**src/rtl/axi_rd_arbiter2.sv**
```systemverilog
// rtl/axi_rd_arbiter2.sv - 2:1 round-robin AXI4 read arbiter, one burst in flight
module axi_rd_arbiter2 #(
    parameter int ADDRS    = 29,
    parameter int ID_WIDTH = 4,
    parameter int WIDTH    = 32
) (
    input  logic                clock,
    input  logic                arst_n,
    input  logic                s0_arvalid_i,
    output logic                s0_arready_o,
    input  logic [ADDRS-1:0]    s0_araddr_i,
    input  logic [ID_WIDTH-1:0] s0_arid_i,
    input  logic [7:0]          s0_arlen_i,
    input  logic [1:0]          s0_arburst_i,
    output logic                s0_rvalid_o,
    input  logic                s0_rready_i,
    output logic                s0_rlast_o,
    output logic [1:0]          s0_rresp_o,
    output logic [ID_WIDTH-1:0] s0_rid_o,
    output logic [WIDTH-1:0]    s0_rdata_o,
    input  logic                s1_arvalid_i,
    output logic                s1_arready_o,
    input  logic [ADDRS-1:0]    s1_araddr_i,
    input  logic [ID_WIDTH-1:0] s1_arid_i,
    input  logic [7:0]          s1_arlen_i,
    input  logic [1:0]          s1_arburst_i,
    output logic                s1_rvalid_o,
    input  logic                s1_rready_i,
    output logic                s1_rlast_o,
    output logic [1:0]          s1_rresp_o,
    output logic [ID_WIDTH-1:0] s1_rid_o,
    output logic [WIDTH-1:0]    s1_rdata_o,
    output logic                m_arvalid_o,
    input  logic                m_arready_i,
    output logic [ADDRS-1:0]    m_araddr_o,
    output logic [ID_WIDTH-1:0] m_arid_o,
    output logic [7:0]          m_arlen_o,
    output logic [1:0]          m_arburst_o,
    input  logic                m_rvalid_i,
    input  logic                m_rlast_i,
    input  logic [1:0]          m_rresp_i,
    input  logic [ID_WIDTH-1:0] m_rid_i,
    input  logic [WIDTH-1:0]    m_rdata_i,
    output logic                m_rready_o,
    output logic                err_o
);
    localparam logic [1:0] S_IDLE = 2'd0;
    localparam logic [1:0] S_ADDR = 2'd1;
    localparam logic [1:0] S_DATA = 2'd2;

    logic [1:0]          state_q, state_d;
    logic                prio_q, prio_d;
    logic                grant_q, grant_d;
    logic [7:0]          cnt_q, cnt_d;
    logic [7:0]          len_q, len_d;
    logic [ADDRS-1:0]    addr_q, addr_d;
    logic [ID_WIDTH-1:0] id_q, id_d;
    logic [1:0]          burst_q, burst_d;
    logic                err_q, err_d;

    logic in_idle, in_data, sel, ar_take, r_beat;

    assign in_idle = (state_q == S_IDLE);
    assign in_data = (state_q == S_DATA);
    // prio_q only matters on a tie; a lone requester always wins
    assign sel     = (s0_arvalid_i && s1_arvalid_i) ? prio_q : s1_arvalid_i;
    assign ar_take = in_idle && arst_n && (s0_arvalid_i || s1_arvalid_i);

    assign s0_arready_o = ar_take && !sel;
    assign s1_arready_o = ar_take && sel;

    assign m_arvalid_o = (state_q == S_ADDR);
    assign m_araddr_o  = addr_q;
    assign m_arid_o    = id_q;
    assign m_arlen_o   = len_q;
    assign m_arburst_o = burst_q;

    assign m_rready_o  = in_data && (grant_q ? s1_rready_i : s0_rready_i);
    assign s0_rvalid_o = in_data && !grant_q && m_rvalid_i;
    assign s1_rvalid_o = in_data && grant_q && m_rvalid_i;
    assign r_beat      = m_rvalid_i && m_rready_o;

    assign s0_rlast_o = m_rlast_i;
    assign s0_rresp_o = m_rresp_i;
    assign s0_rid_o   = m_rid_i;
    assign s0_rdata_o = m_rdata_i;
    assign s1_rlast_o = m_rlast_i;
    assign s1_rresp_o = m_rresp_i;
    assign s1_rid_o   = m_rid_i;
    assign s1_rdata_o = m_rdata_i;

    assign err_o = err_q;

    always_comb begin
        state_d = state_q;
        prio_d  = prio_q;
        grant_d = grant_q;
        cnt_d   = cnt_q;
        len_d   = len_q;
        addr_d  = addr_q;
        id_d    = id_q;
        burst_d = burst_q;
        err_d   = err_q;
        case (state_q)
            S_IDLE: begin
                if (ar_take) begin
                    grant_d = sel;
                    cnt_d   = 8'd0;
                    addr_d  = sel ? s1_araddr_i  : s0_araddr_i;
                    id_d    = sel ? s1_arid_i    : s0_arid_i;
                    len_d   = sel ? s1_arlen_i   : s0_arlen_i;
                    burst_d = sel ? s1_arburst_i : s0_arburst_i;
                    state_d = S_ADDR;
                end
            end
            S_ADDR: begin
                if (m_arready_i) state_d = S_DATA;
            end
            S_DATA: begin
                if (r_beat) begin
                    cnt_d = cnt_q + 8'd1;
                    // Flag a short or long burst; the burst still ends only on rlast
                    if ((m_rlast_i && cnt_q != len_q) || (!m_rlast_i && cnt_q == len_q))
                        err_d = 1'b1;
                    if (m_rlast_i) begin
                        state_d = S_IDLE;
                        prio_d  = ~grant_q;
                    end
                end
            end
            default: state_d = S_IDLE;
        endcase
    end

    always_ff @(posedge clock or negedge arst_n) begin
        if (!arst_n) begin
            state_q <= S_IDLE;
            prio_q  <= 1'b0;
            grant_q <= 1'b0;
            cnt_q   <= '0;
            len_q   <= '0;
            addr_q  <= '0;
            id_q    <= '0;
            burst_q <= '0;
            err_q   <= 1'b0;
        end else begin
            state_q <= state_d;
            prio_q  <= prio_d;
            grant_q <= grant_d;
            cnt_q   <= cnt_d;
            len_q   <= len_d;
            addr_q  <= addr_d;
            id_q    <= id_d;
            burst_q <= burst_d;
            err_q   <= err_d;
        end
    end
endmodule

```
**config.mk**
```make
export PLATFORM = sky130hd
export DESIGN_NAME = axi_rd_arbiter2
export DESIGN_NICKNAME = d
export VERILOG_FILES = /design/src/rtl/axi_rd_arbiter2.sv
export SDC_FILE = /design/constraint.sdc
export NUM_CORES = 1
export LEC_CHECK = 0
export ABC_CLOCK_PERIOD_IN_PS = 3100
export BUFFER_PORTS_ARGS = -buffer_cell sky130_fd_sc_hd__buf_2
export CORE_MARGIN = 2
export CORE_UTILIZATION = 35
export CTS_BUF_LIST = sky130_fd_sc_hd__clkbuf_4 sky130_fd_sc_hd__clkbuf_8
export CTS_CLUSTER_DIAMETER = 150
export DETAILED_ROUTE_END_ITERATION = 16
export PLACE_DENSITY = 0.73
export REMOVE_ABC_BUFFERS = 1
export SLEW_MARGIN = 20
export SYNTH_ARGS = -nofsm -noshare
export SYNTH_HDL_FRONTEND = slang
export SYNTH_SLANG_ARGS = --single-unit
```
**constraint.sdc**
```tcl
create_clock -name clock -period 3.1 [get_ports clock]
set_input_delay 0.62 -clock clock [delete_from_list [all_inputs] [get_ports clock]]
set_output_delay 0.62 -clock clock [all_outputs]
set_load 0.005 [all_outputs]
```
### After elaboration in Yosys (flattened, before gate mapping)

Cells that the tools add are included.

| cells by class | value |
|---|---|
| order comparisons | 0 |
| multiplexer cells | 14 |
| bitwise operators | 1 |
| add/subtract/negate cells | 1 |
| reduce and logical (&&, ||, !) cells | 25 |
| divide/modulo/power cells | 0 |
| equal/unequal tests | 8 |
| $mul | 0 |
| shifts and indexed selects | 0 |

Operator list:

| kind | number |
|---|---|
| two-way mux 29 bit | 1 |
| two-way mux 8 bit | 3 |
| one-hot mux 8 bit (2 select lines) | 1 |
| logical AND 1 bit | 13 |
| two-way mux 2 bit | 5 |
| AND reduction 3 bit | 3 |
| adder 8 x 1 -> 8 bit (second input constant) | 1 |
| equality test 8 bit | 1 |
| != test 8 bit | 1 |
| != test 2 x 1 -> 1 bit (second input constant) | 3 |
| one-hot mux 2 bit (3 select lines) | 1 |
| two-way mux 4 bit | 1 |
| AND reduction 4 bit | 1 |
| logical NOT 1 bit | 3 |
| equality test 2 x 1 -> 1 bit (second input constant) | 1 |
| equality test 2 bit (second input constant) | 1 |
| logical NOT 2 bit | 1 |
| logical OR 1 bit | 2 |
| two-way mux 1 bit | 2 |
| != test 2 bit (second input constant) | 1 |
| AND reduction 2 bit | 1 |
| nonzero test 2 bit | 1 |
| NOT 1 bit | 1 |

| storage, ports and cells | value |
|---|---|
| latch bits | 0 |
| input port bits | 133 |
| memory bits (writable) | 0 |
| output and inout port bits | 128 |
| memory bits (read-only) | 0 |
| logic and storage cells | 58 |
| register bits after elaboration | 56 |
| memories kept | 0 |

### Logic depth before layout (Yosys ltp)

| depth | value |
|---|---|
| word-level depth | 5 |
| depth in mapped cells | 6 |
| depth with buffers taken out | 5 |

### Worst setup path before layout

No wires, ideal clock.

| timing | value |
|---|---|
| kind | input -> output |
| start | input s1_arvalid_i |
| end | output s1_arready_o |
| setup slack | 0.983 ns |
| path buffers | 2 |
| arrival | 1.497 ns |
| data required time | 2.480 ns |
| stages | 5 |
| cells stage by stage | nor2_1 > or3_1 > clkbuf_1 > clkbuf_1 > nor2_1 |

| between the ends | value |
|---|---|
| longest elaborated chain between the ends | 3 |
| elaborated cells on any way between the ends | 5 |
| those cells by class | mux: 1; reduce/logical: 4 |

RTL lines:

| what | line | text |
|---|---|---|
| start, declared | 21 | `input logic s1_arvalid_i,` |
| logical AND 1 bit / logical OR 1 bit (equally long branches) | 66, 67 |  |
| two-way mux 1 bit / logical AND 1 bit (equally long branches) | 66, 67 |  |
| logical AND 1 bit * | 70 | `assign s1_arready_o = ar_take && sel;` |
| end, declared | 22 | `output logic s1_arready_o,` |

Mark *: on every way between the ends. The rest lies on a longest branch, timed or not.

### Final worst setup path

| timing | value |
|---|---|
| start | register state_q[0] |
| end | output s0_arready_o |

| between the ends | value |
|---|---|
| longest elaborated chain between the ends | 4 |

RTL lines:

| what | line | text |
|---|---|---|
| start, declared | 51 | `logic [1:0] state_q, state_d;` |
| start signal, assigned | 147 | `state_q <= state_d;` |
| logical NOT 2 bit | 63 | `assign in_idle = (state_q == S_IDLE);` |
| logical AND 1 bit (2 in a row) | 67 | `assign ar_take = in_idle && arst_n && (s0_arvalid_i \|\| s1_arvalid_i);` |
| logical AND 1 bit | 69 | `assign s0_arready_o = ar_take && !sel;` |
| end, declared | 10 | `output logic s0_arready_o,` |

Every way passes these cells.

==> results.tsv <==
metric	value	unit
run_status	completed	
syn_avg_cell_area	9.47	um2
routed_wl	10.9	mm
path_max_fanout	41	
vias	2661	
slew_headroom	0.533	
final_cells	525	
core_area	0.00920	mm2
total_power	2.67	mW
start_util	0.359	
clock.fmax	391	MHz
track_usage	0.206	
setup_viol_count_final	0	
cts.sinks	56	
synth_cell_types	32	
cts_tree	yes	
die_h	101	um
worst_slack	0.545	ns
required	2.48	ns
nNetsFinal	547	
cts_buffers	5	
area_growth	10.8	%
synth_top_area_share	0.424	
path_clk_slew	0.09	ns
worst_pin_slew	0.700	ns
grt_pass1_vias	2535	
max_cap_viol_count	0	
dieArea	0.0102	mm2
power.density	729	mW/mm2
timing.final.crit_share	0.824	
ctsResizeCount	0	
arrival	1.94	ns
drv_slew	0	
fin_crit	2.56	ns
ant_nets	0	
grt_pass1_wl	15.2	mm
post_cts_buffers	0	
num_rows	35	
routabilityCongestion	0.906	
layout_commonest_cell	buf_2	
gr-total-overflow	0	
synth_top_flop_cell	dfrtp_1	
cts_max_level	2	
fin_util	0.398	
synth_edf_count	0	
rsz0062_at_grt	no	
io_pins	261	
cts_root_buf	clkbuf_8	
grt_max_degree	57	
dp.cells	517	
die_w	101	um
leakage	2.01	nW
min_path_type	register to register	
pre_cts_slack	0.631	ns
drive_above_1_share	0.401	
skew	0.00370	ns
netlist_area	0.00331	mm2
synth.yosys.warnings	0	
drt_pass1_iterations	5	
drt_iter0_markers	63	
detail_route.wl_per_cell	20.8	um
ir_drop	293	uV
path_class	register to output port	
fin_tns_setup	0	ns
port_buffers	146	
cts_max_path_buffers	2	
endpoint_kind	output port	
synth_area_leader_cell	dfrtp_1	
synth_seq_cells	56	
startpoint_type	register	
diodes	0	
ctsHoldBuffers	0	
synthArstFlopShare	1.00	
final_cell_mix	buf_2 (146), dfrtp_1 (56), o21ai_0 (52)	
syn_inst	349	
drc	0	
clk_latency	0.30	ns
synthTopCellsByArea	dfrtp_1 (42%), buf_4 (18%), mux2i_1 (13%), o21ai_0 (8.0%), nand2_1 (5.7%)	
hpwl	9.18	mm
antenna_found_initial	0	
hold_violations	0	
yosysSeqAreaShare	0.424	
vias_per_cell	5.07	
-- critical path: stages, from the launching register on --
cell and delay, ns:
dfrtp_1 0.42, nand2b_1 0.16, or3_2 0.47, buf_4 0.27
nor2b_1 0.17, buf_2 0.14
-- logic make-up after synthesis --
group,count (synthesis),share of synthesized area
buffers and inverters,97,0.203
AND/OR/NAND/NOR,77,0.102
adder cells (fa/ha/maj),1,0.00378
AO/OA/AOI/OAI,64,0.108
XOR/XNOR,10,0.0265
flip-flops,56,0.424
multiplexers,44,0.133
-- layer usage --
layer  vias up  track usage  routed length [um]
li1       1219            -                   -
met1      1196        0.206                3740
met2       234        0.312                4820
met3        10        0.188                2140
met4         2       0.0489                 149
met5         -       0.0577                  57
-- stage by stage --
step,hold slack (ns),instance area (um2)
finish,0.481,3660
detailed placement,0.465,3570
CTS,0.489,3660
global placement,0.461,3570
floorplan,0.324,2650
global route,0.514,3660
-- cell usage after synthesis (2+ instances only) --
| master | n |
|---|---|
| mux2i_1 | 44 |
| nor2b_1 | 2 |
| nand2_1 | 50 |
| nand2b_1 | 3 |
| and3_1 | 2 |
| nand3_1 | 3 |
| buf_2 | 5 |
| a31oi_1 | 2 |
| xnor2_1 | 9 |
| dfrtp_1 | 56 |
| nor2_1 | 9 |
| buf_4 | 78 |
| o31ai_1 | 2 |
| o21ai_0 | 53 |
| clkbuf_1 | 10 |
| inv_1 | 3 |
| nand4_1 | 2 |
| a22o_1 | 2 |
-- report_power, final --
part	leakage, nW	total, mW	switching, mW	internal (mW)
clock	0.0523	0.424	0.224	0.200
sequential	0.703	1.23	0.203	1.02
combinational	1.26	1.02	0.524	0.495
total	2.01	2.67	0.951	1.72
-- layout make-up --
type                            count  area, um2
Multi-Input combinational cell    196       1250
Timing Repair Buffer              151        768
Inverter                            3       11.3
Tap cell                          111        139
Sequential cell                    56       1400
Clock buffer                        8       97.6
Fill cell                         929       5530
-- final timing paths --
check / start / endpoint / slack (ns) / cells past startpoint
max reg2reg: state_q[0] / err_o / 1.39 / 4
max in group asynchronous: arst_n / m_araddr_o[16] / 2.16 / 2
min reg2reg: m_araddr_o[19] / m_araddr_o[19] / 0.48 / 2
min in group asynchronous: arst_n / m_arlen_o[1] / 0.49 / 2
max: state_q[0] / s0_arready_o / 0.54 / 5
min: m_araddr_o[19] / m_araddr_o[19] / 0.48 / 2
-- state kept, by name (all words and copies together) (netlist names) --
signal and cells:
m_arlen_o 8, m_araddr_o 29, grant_q 1, err_o 1
state_q 2, m_arid_o 4, cnt_q 8, m_arburst_o 2
prio_q 1
Note: power is estimated with default switching activity, not from simulation.
